==> src/rtl/sdram_arb_pkg.sv <==
// rtl/sdram_arb_pkg.sv - shared FSM state type and parameter defaults for the SDRAM port arbiter
package sdram_arb_pkg;

    localparam int DEF_NUM_CH     = 4;
    localparam int DEF_DATA_WIDTH = 16;
    localparam int DEF_ADDR_WIDTH = 26;
    localparam int DEF_BL_WIDTH   = 8;

    typedef enum logic [1:0] {
        ST_IDLE  = 2'd0,
        ST_REQ   = 2'd1,
        ST_WDATA = 2'd2,
        ST_RDATA = 2'd3
    } arb_state_e;

endpackage

==> src/rtl/rr_pick.sv <==
// rtl/rr_pick.sv - combinational round-robin winner search starting after the last grant
module rr_pick #(
    parameter int NUM_CH = 4,
    parameter int IW     = $clog2(NUM_CH)
) (
    input  logic [NUM_CH-1:0] req,
    input  logic [IW-1:0]     last_grant,
    output logic              valid,
    output logic [IW-1:0]     idx
);

    // Scan from the farthest candidate back to the nearest so the nearest
    // requester after last_grant is the final (winning) assignment.
    always_comb begin
        int c;
        valid = 1'b0;
        idx   = '0;
        c     = 0;
        for (int i = NUM_CH; i >= 1; i--) begin
            c = int'(last_grant) + i;
            if (c >= NUM_CH) begin
                c = c - NUM_CH;
            end
            if (req[c]) begin
                valid = 1'b1;
                idx   = IW'(c);
            end
        end
    end

endmodule

==> src/rtl/sdram_port_arbiter.sv <==
// rtl/sdram_port_arbiter.sv - round-robin multi-channel front end for a single SDRAM controller port
module sdram_port_arbiter
    import sdram_arb_pkg::*;
#(
    parameter int NUM_CH     = DEF_NUM_CH,
    parameter int DATA_WIDTH = DEF_DATA_WIDTH,
    parameter int ADDR_WIDTH = DEF_ADDR_WIDTH,
    parameter int BL_WIDTH   = DEF_BL_WIDTH
) (
    input  logic                                 sys_clk,
    input  logic                                 reset,
    input  logic [NUM_CH-1:0]                    ch_req,
    input  logic [NUM_CH-1:0]                    ch_wr_n,
    input  logic [NUM_CH-1:0][ADDR_WIDTH-1:0]    ch_addr,
    input  logic [NUM_CH-1:0][BL_WIDTH-1:0]      ch_len,
    output logic [NUM_CH-1:0]                    ch_ack,
    input  logic [NUM_CH-1:0][DATA_WIDTH-1:0]    ch_wr_data,
    output logic [NUM_CH-1:0]                    ch_wr_next,
    output logic [NUM_CH-1:0]                    ch_rd_valid,
    output logic [DATA_WIDTH-1:0]                ch_rd_data,
    output logic                                 app_req,
    output logic                                 app_req_wr_n,
    output logic [ADDR_WIDTH-1:0]                app_req_addr,
    output logic [BL_WIDTH-1:0]                  app_req_len,
    output logic [DATA_WIDTH-1:0]                app_wr_data,
    input  logic                                 app_req_ack,
    input  logic                                 app_wr_next,
    input  logic                                 app_rd_valid,
    input  logic [DATA_WIDTH-1:0]                app_rd_data
);

    localparam int IW = $clog2(NUM_CH);

    arb_state_e            state_q, state_d;
    logic [IW-1:0]         grant_q, grant_d;
    logic [IW-1:0]         last_q, last_d;
    logic [BL_WIDTH-1:0]   cnt_q, cnt_d;
    logic                  app_req_q, app_req_d;
    logic                  wr_n_q, wr_n_d;
    logic [ADDR_WIDTH-1:0] addr_q, addr_d;
    logic [BL_WIDTH-1:0]   len_q, len_d;

    logic                  pick_valid;
    logic [IW-1:0]         pick_idx;

    rr_pick #(
        .NUM_CH (NUM_CH),
        .IW     (IW)
    ) u_rr_pick (
        .req        (ch_req),
        .last_grant (last_q),
        .valid      (pick_valid),
        .idx        (pick_idx)
    );

    // Next-state logic: grant, hold the request, then count beats of the burst.
    always_comb begin
        state_d   = state_q;
        grant_d   = grant_q;
        last_d    = last_q;
        cnt_d     = cnt_q;
        app_req_d = app_req_q;
        wr_n_d    = wr_n_q;
        addr_d    = addr_q;
        len_d     = len_q;
        case (state_q)
            ST_IDLE: begin
                if (pick_valid) begin
                    grant_d   = pick_idx;
                    addr_d    = ch_addr[pick_idx];
                    len_d     = ch_len[pick_idx];
                    wr_n_d    = ch_wr_n[pick_idx];
                    app_req_d = 1'b1;
                    state_d   = ST_REQ;
                end
            end
            ST_REQ: begin
                if (app_req_ack) begin
                    app_req_d = 1'b0;
                    // A zero length still moves one beat.
                    cnt_d     = (len_q == '0) ? BL_WIDTH'(1) : len_q;
                    state_d   = wr_n_q ? ST_RDATA : ST_WDATA;
                end
            end
            ST_WDATA: begin
                if (app_wr_next) begin
                    cnt_d = cnt_q - 1'b1;
                    if (cnt_q == BL_WIDTH'(1)) begin
                        last_d  = grant_q;
                        state_d = ST_IDLE;
                    end
                end
            end
            ST_RDATA: begin
                if (app_rd_valid) begin
                    cnt_d = cnt_q - 1'b1;
                    if (cnt_q == BL_WIDTH'(1)) begin
                        last_d  = grant_q;
                        state_d = ST_IDLE;
                    end
                end
            end
            default: state_d = ST_IDLE;
        endcase
    end

    // State registers; last_grant resets to the top channel so channel 0 wins first.
    always_ff @(posedge sys_clk) begin
        if (reset) begin
            state_q   <= ST_IDLE;
            grant_q   <= '0;
            last_q    <= IW'(NUM_CH - 1);
            cnt_q     <= '0;
            app_req_q <= 1'b0;
            wr_n_q    <= 1'b0;
            addr_q    <= '0;
            len_q     <= '0;
        end else begin
            state_q   <= state_d;
            grant_q   <= grant_d;
            last_q    <= last_d;
            cnt_q     <= cnt_d;
            app_req_q <= app_req_d;
            wr_n_q    <= wr_n_d;
            addr_q    <= addr_d;
            len_q     <= len_d;
        end
    end

    // Steer strobes and data between the controller and the granted channel only.
    always_comb begin
        ch_ack      = '0;
        ch_wr_next  = '0;
        ch_rd_valid = '0;
        ch_rd_data  = '0;
        app_wr_data = '0;
        case (state_q)
            ST_REQ: begin
                ch_ack[grant_q] = app_req_ack;
            end
            ST_WDATA: begin
                app_wr_data         = ch_wr_data[grant_q];
                ch_wr_next[grant_q] = app_wr_next;
            end
            ST_RDATA: begin
                ch_rd_valid[grant_q] = app_rd_valid;
                ch_rd_data           = app_rd_data;
            end
            default: ;
        endcase
    end

    assign app_req      = app_req_q;
    assign app_req_wr_n = wr_n_q;
    assign app_req_addr = addr_q;
    assign app_req_len  = len_q;

endmodule

==> config.mk <==
export PLATFORM = sky130hd
export DESIGN_NAME = sdram_port_arbiter
export DESIGN_NICKNAME = d
export VERILOG_FILES = /design/src/rtl/sdram_arb_pkg.sv /design/src/rtl/rr_pick.sv /design/src/rtl/sdram_port_arbiter.sv
export SDC_FILE = /design/constraint.sdc
export NUM_CORES = 1
export LEC_CHECK = 0
export ABC_AREA = 1
export CAP_MARGIN = 10
export CORE_AREA = 2 2 120 122
export DETAILED_ROUTE_END_ITERATION = 7
export DIE_AREA = 0 0 122 124
export DONT_BUFFER_PORTS = 1
export PLACE_DENSITY = 0.46
export RECOVER_POWER = 50
export SLEW_MARGIN = 0
export SYNTH_ARGS = -nofsm -noshare
export SYNTH_HDL_FRONTEND = slang
export SYNTH_SLANG_ARGS = --single-unit
==> constraint.sdc <==
create_clock -name sys_clk -period 4.1 [get_ports sys_clk]
set_input_delay 0.205 -clock sys_clk [delete_from_list [all_inputs] [get_ports sys_clk]]
set_output_delay 0.205 -clock sys_clk [all_outputs]
set_load 0.01 [all_outputs]
After elaboration in Yosys (flattened, before gate mapping). Index checks and enable logic that the tools add are counted.

Add/sub/neg operators: 9. Multiply operators: 0. Divide/modulo/power cells: 0. Magnitude comparators: 11. Equal/unequal tests: 8. Shift-type cells: 0. Muxes and demuxes: 58. Bitwise gates (word level): 3. Reduce and logical (&&, ||, !) cells: 11.

Operator list (count): 32-bit by 4-bit greater-or-equal comparator with 1-bit output (second input constant) (4); 32-bit by 4-bit less-than comparator with 1-bit output (second input constant) (4); 32-bit 2-to-1 mux (4); 32-bit by 4-bit subtractor with 32-bit output (second input constant) (4); 26-bit binary-select mux with 2-bit select (1); 16-bit 2-to-1 mux (3); 8-bit 2-to-1 mux (5); 16-bit binary-select mux with 2-bit select (1); 26-bit 2-to-1 mux (1); 2-bit 2-to-1 mux (12); 8-bit case mux with 3 select lines (1); 1-bit 2-to-1 mux (17); 8-bit binary-select mux with 2-bit select (1); 4-bit bitwise AND (3); 4-bit 2-to-1 mux (3); 1-bit binary-select mux with 2-bit select (5); 8-bit by 1-bit equality test with 1-bit output (second input constant) (1); 8-bit logical NOT (1); 2-bit != test (second input constant) (4); 2-bit case mux with 4 select lines (1); 4-bit AND reduction (2); 8-bit by 1-bit subtractor with 8-bit output (second input constant) (1); 2-bit by 2-bit adder with 3-bit output (second input constant) (2); 2-bit by 3-bit less-than comparator with 1-bit output (second input constant) (2); 14 further kinds (17).

Register bits: 50. Latch bits: 0. RAM bits: 0. Bits in read-only memories: 0. Output and inout port bits: 80. Logic and storage cells: 108. Memories kept: 0.

Logic depth before layout (Yosys ltp).
Depth in word-level cells: 12. Mapped depth: 16. Depth with buffers taken out: 14.

By module. A second synthesis with hierarchy kept.

Cell total of the unflattened synthesis: 729. Area, all modules: 4167.7 um^2.

Modules (own cells, without submodules): sdram_port_arbiter (times used 1, cells each 678, area an instance 3921.3 um^2, seq. area each 1001.0 um^2); rr_pick (times used 1, cells each 51, area an instance 246.5 um^2, seq. area each 0.0 um^2).

Worst setup path after synthesis. No wires, ideal clock.

Path type: reg2reg. Start point: register last_q[0]. End point: register len_q[0] (netlist: app_req_len[0]). Arrival: 1.561 ns. Data required time: 3.987 ns. Slack: 2.426 ns. Cell stages (with the launch flop): 15. Period minus slack after synthesis: 1.674 ns. Path through: dfxtp_1 -> buf_6 -> inv_4 -> nand2_1 -> nand2_2 -> nand2_2 -> nand3_1 -> nand3b_2 -> nand2_4 -> inv_4 -> buf_6 -> nor2_1 -> nor2_1 -> nand2_1 -> nor2_1.

Cells in the longest elaborated chain, start to end: 12. Elaborated cells on any way between the ends: 39.

Ends and longest elaborated chain: start: declaration (line sdram_port_arbiter.sv:36) `logic [IW-1:0] last_q, last_d;`; start signal: assignment (line sdram_port_arbiter.sv:112) `last_q <= IW'(NUM_CH - 1);`; start signal: assignment (line sdram_port_arbiter.sv:121) `last_q <= last_d;`; 2-bit by 3-bit adder with 4-bit output (line rr_pick.sv:20) `c = int'(last_grant) + i;`; 32-bit by 4-bit subtractor with 32-bit output / 32-bit by 4-bit greater-or-equal comparator with 1-bit output (equally long branches) (line rr_pick.sv:22, rr_pick.sv:21); 32-bit 2-to-1 mux (line rr_pick.sv:21) `if (c >= NUM_CH) begin`; 1-bit binary-select mux with 2-bit select (line rr_pick.sv:24) `if (req[c]) begin`; 1-bit 2-to-1 mux (not written as such) (2 in series) (line rr_pick.sv:24); 2-bit 2-to-1 mux (4 in series) (line rr_pick.sv:24); 8-bit binary-select mux with 2-bit select (line sdram_port_arbiter.sv:71) `len_d = ch_len[pick_idx];`; 8-bit 2-to-1 mux (not written as such) (line sdram_port_arbiter.sv:71); end signal: assignment (line sdram_port_arbiter.sv:126) `len_q <= len_d;`; end: declaration (line sdram_port_arbiter.sv:41) `logic [BL_WIDTH-1:0] len_q, len_d;`.

Parallel ways exist; a longest one is shown, timed or not. The select of a mux whose other input is x is not followed. A chain may end at the register's enable or synchronous reset.

Worst setup path after layout.
Start point: register grant_q[0]. End point: output port app_wr_data[13].

Cells in the longest elaborated chain, start to end: 3.

Ends and longest elaborated chain: start: declaration (line sdram_port_arbiter.sv:35) `logic [IW-1:0] grant_q, grant_d;`; start signal: assignment (line sdram_port_arbiter.sv:120) `grant_q <= grant_d;`; 16-bit binary-select mux with 2-bit select (line sdram_port_arbiter.sv:142) `app_wr_data = ch_wr_data[grant_q];`; 16-bit 2-to-1 mux (not written as such) (line sdram_port_arbiter.sv:142); 16-bit 2-to-1 mux (line sdram_port_arbiter.sv:137) `case (state_q)`; end: declaration (line sdram_port_arbiter.sv:25) `output logic [DATA_WIDTH-1:0] app_wr_data,`.

Every way passes these cells. The select of a mux whose other input is x is not followed.

==> reports/summary.txt <==
Status: complete, no violations
Syn Area/Cell: 5.731 µm²
Multiplexer share of the synthesized area: 0
Drt total wl: 15300 µm
CTS clk-pin slew, worst paths: 70 ps
Die Span X: 122 µm
Share of layout cells above drive strength 1: 0.03714
Area of the multi-input gates: 2643 µm²
Worst-Skew Late Latency: 290 ps
First-pass GRT wire length: 22760 µm
Top cell type by total area after synthesis: dfxtp_1
WP data arrival: 2800 ps
Largest family of logic cells by synthesized area: simple AND/OR/NAND/NOR gates
Compound-Gate Fraction of Synth Area: 0.1480
MaxCap Viol Count: 0
Post-cts resize count: 0
Combinational group share of total power: 0.405
Longest Clk Path Bufs: 2
Leakage Power: 0.002000 µW
Post-synthesis register bit count: 50
Min Hold Slack: 63.32 ps
Hold WC Path Type: in2reg
Sequential cell area: 1001 µm²
Total number of vias: 4663
Number of vias per cell: 5.299
CTS Buf Count: 5
CP Class: reg2out
Root buffer cell: clkbuf_16
CTS tree: done
Clock period minus final worst setup slack: 3002 ps
Final antenna-violating net count: 0
Drt wl/cell: 17.38 µm
Die footprint: 15130 µm²
H-tree levels: 2
Count of pins over their slew limit: 0
Mapped Nets: 967
Layout Skew: 7.017 ps
GR Util All Layers: 0.1930
Setup repair bufs after CTS: 0
Gp weighted congestion: 0.8950
Syn Std Cell Area: 4218 µm²
Cell variety after synth: 34
Sw power: 943.9 µW
Hold Violations, Final: 0
Part of the power in registers: 0.389
Chip Height: 124 µm
Fillers: 1572
Tcrit/Tclk final: 0.7323
WP data required: 3890 ps
Total grt overflow: 0
Port-buffer cells: 0
Initial DRC count: 214
Antenna violations before repair: 1
Startpoint Class: register
Pin count of the biggest net entering global routing: 56
Simple-gate share of the synthesized area: 0.4702
Core area: 13720 µm²
Post-Synth Adder-Cell Area: 0.005933
Max-slew headroom: 0.3133
Hold_buf cts: 1
Register area share after synthesis: 0.2373
Post-Synthesis Cells: 736
Top-area cell type share of the netlist area: 0.2373
Io pins: 309
Post-synth ARST share: 0
CP max-delay cell: nor2_1
Post-synth EDFFs: 0
CP Max Fanout: 20
Drt pass-1 iters: 4
Clock Sinks: 50
PD cells: 482.0 nW/µm²
Syn. warnings: 0
Initial Utilization: 0.3074
Number of global-route vias before repair: 4393
Most frequent cells in the layout: 190 x nand2_1, 128 x nand3_1, 127 x nor2_1
Main area contributors after synthesis: dfxtp_1 24%, nand2_1 17%, nand3_1 15%, nor2_1 11%, inv_1 5.1%
Main synth FF type: dfxtp_1
Hpwl dp: 11890 µm
R2R setup slack: 1330 ps
Worst Setup End Kind: primary output
Xor and xnor area share after synthesis: 0.004153
Final nets: 930
Final cell area excluding filler cells: 4293 µm²
ANT cells: 0
Setup TNS: 0 ps
Post-place instance area: 4146 µm²
Most common cell after layout, fill and taps aside: nand2_1
Cell internal pwr: 1125 µW
Cells along the critical path: inv_2, nor2_1, a22oi_1, a31oi_1
Maximum vdd ir drop: 0.1976 mV
Layout area overhead: 1.780%
Switching share of power: 0.4562
Worst-margin pin slew: 1026 ps
RSZ-0062 raised after global routing: false
Max Freq: 333.1 MHz
FP Rows: 43
Clk pwr share: 0.207
Remaining DRCs: 0
# setup viols final: 0
Slowest stage delay, CP: 840 ps
layout make-up:
| cell class | count | share of cell area |
|---|---|---|
| repair buffers | 3 | 0.004955 |
| clock inverters | 1 | 0.001166 |
| clock buffers | 7 | 0.03323 |
| well taps | 180 | 0.05246 |
| inverters | 66 | 0.05946 |
| flip-flops and latches | 50 | 0.2332 |
| multi-input cells | 573 | 0.6156 |
registers in the layout, summed over array words and instances (netlist names):
signal,count
app_req,1
grant_q,2
app_req_addr,26
app_req_wr_n,1
state_q,2
app_req_len,8
cnt_q,8
last_q,2
worst paths after layout:
check	from	cells after the start	to
setup / recovery	grant_q[0]	4	app_wr_data[13]
hold / removal	reset	3	app_req_addr[16]
setup reg to reg	last_q[0]	13	app_req_len[3]
hold reg to reg	cnt_q[5]	2	cnt_q[5]
kinds of logic after synthesis:
group,Yosys count
and+or+nand+nor,460
buffers and inverters,113
AOI/OAI and AO/OA,109
DFF,50
xor gates and xnor gates,2
adders and majority gates,2
power groups by stage:
stage          clock network, µW  logic (µW)  registers [µW]
6_report                     428         837             804
5_1_grt                      458         969             828
4_1_cts                      443         856             810
3_5_place_dp                   0         850             819
3_3_place_gp                   0         833             821
2_1_floorplan                  0         777             733
Yosys cell counts (2+ instances only):
cell,number
a31oi_1,16
nand2_4,3
o21ai_0,20
buf_4,2
inv_1,57
buf_1,3
o21ai_1,12
clkbuf_1,15
a21oi_1,38
nand2_2,4
nand2_1,189
nor3_1,2
a22oi_1,16
inv_4,3
dfxtp_1,50
buf_2,12
nor2_8,2
o211ai_1,2
ha_1,2
nor2_1,127
inv_2,5
nand3_1,128
a211oi_1,3
buf_6,15
per-layer routing:
layer | up-vias | GRT usage | share of wire
li1 | 2325 | - | -
met1 | 2095 | 0.1979 | 0.36
met2 | 220 | 0.3795 | 0.53
met3 | 21 | 0.05769 | 0.086
met4 | 2 | 0.04885 | 0.020
met5 | - | 0 | 0.00065
worst max-delay path: cells and delay by family, from the launching register on:
kind | cells | cell delay, ps
AND/OR/NAND/NOR | 1 | 840
flip-flops | 1 | 780
AO/OA/AOI/OAI | 2 | 560
buffers and inverters | 1 | 330
through the flow:
| stage | utilization | instances | total power (µW) | setup slack, ps |
|---|---|---|---|---|
| detailed placement | 0.3022 | 871 | 1669 | 1343 |
| floorplan | - | 736 | 1510 | 2426 |
| global route | 0.3129 | 880 | 2254 | 806.4 |
| finish | 0.3129 | 880 | 2069 | 1098 |
| global placement | 0.3022 | 871 | 1655 | 1433 |
| CTS | 0.3137 | 880 | 2109 | 1076 |
No activity file was read; power rests on OpenSTA's default activity.
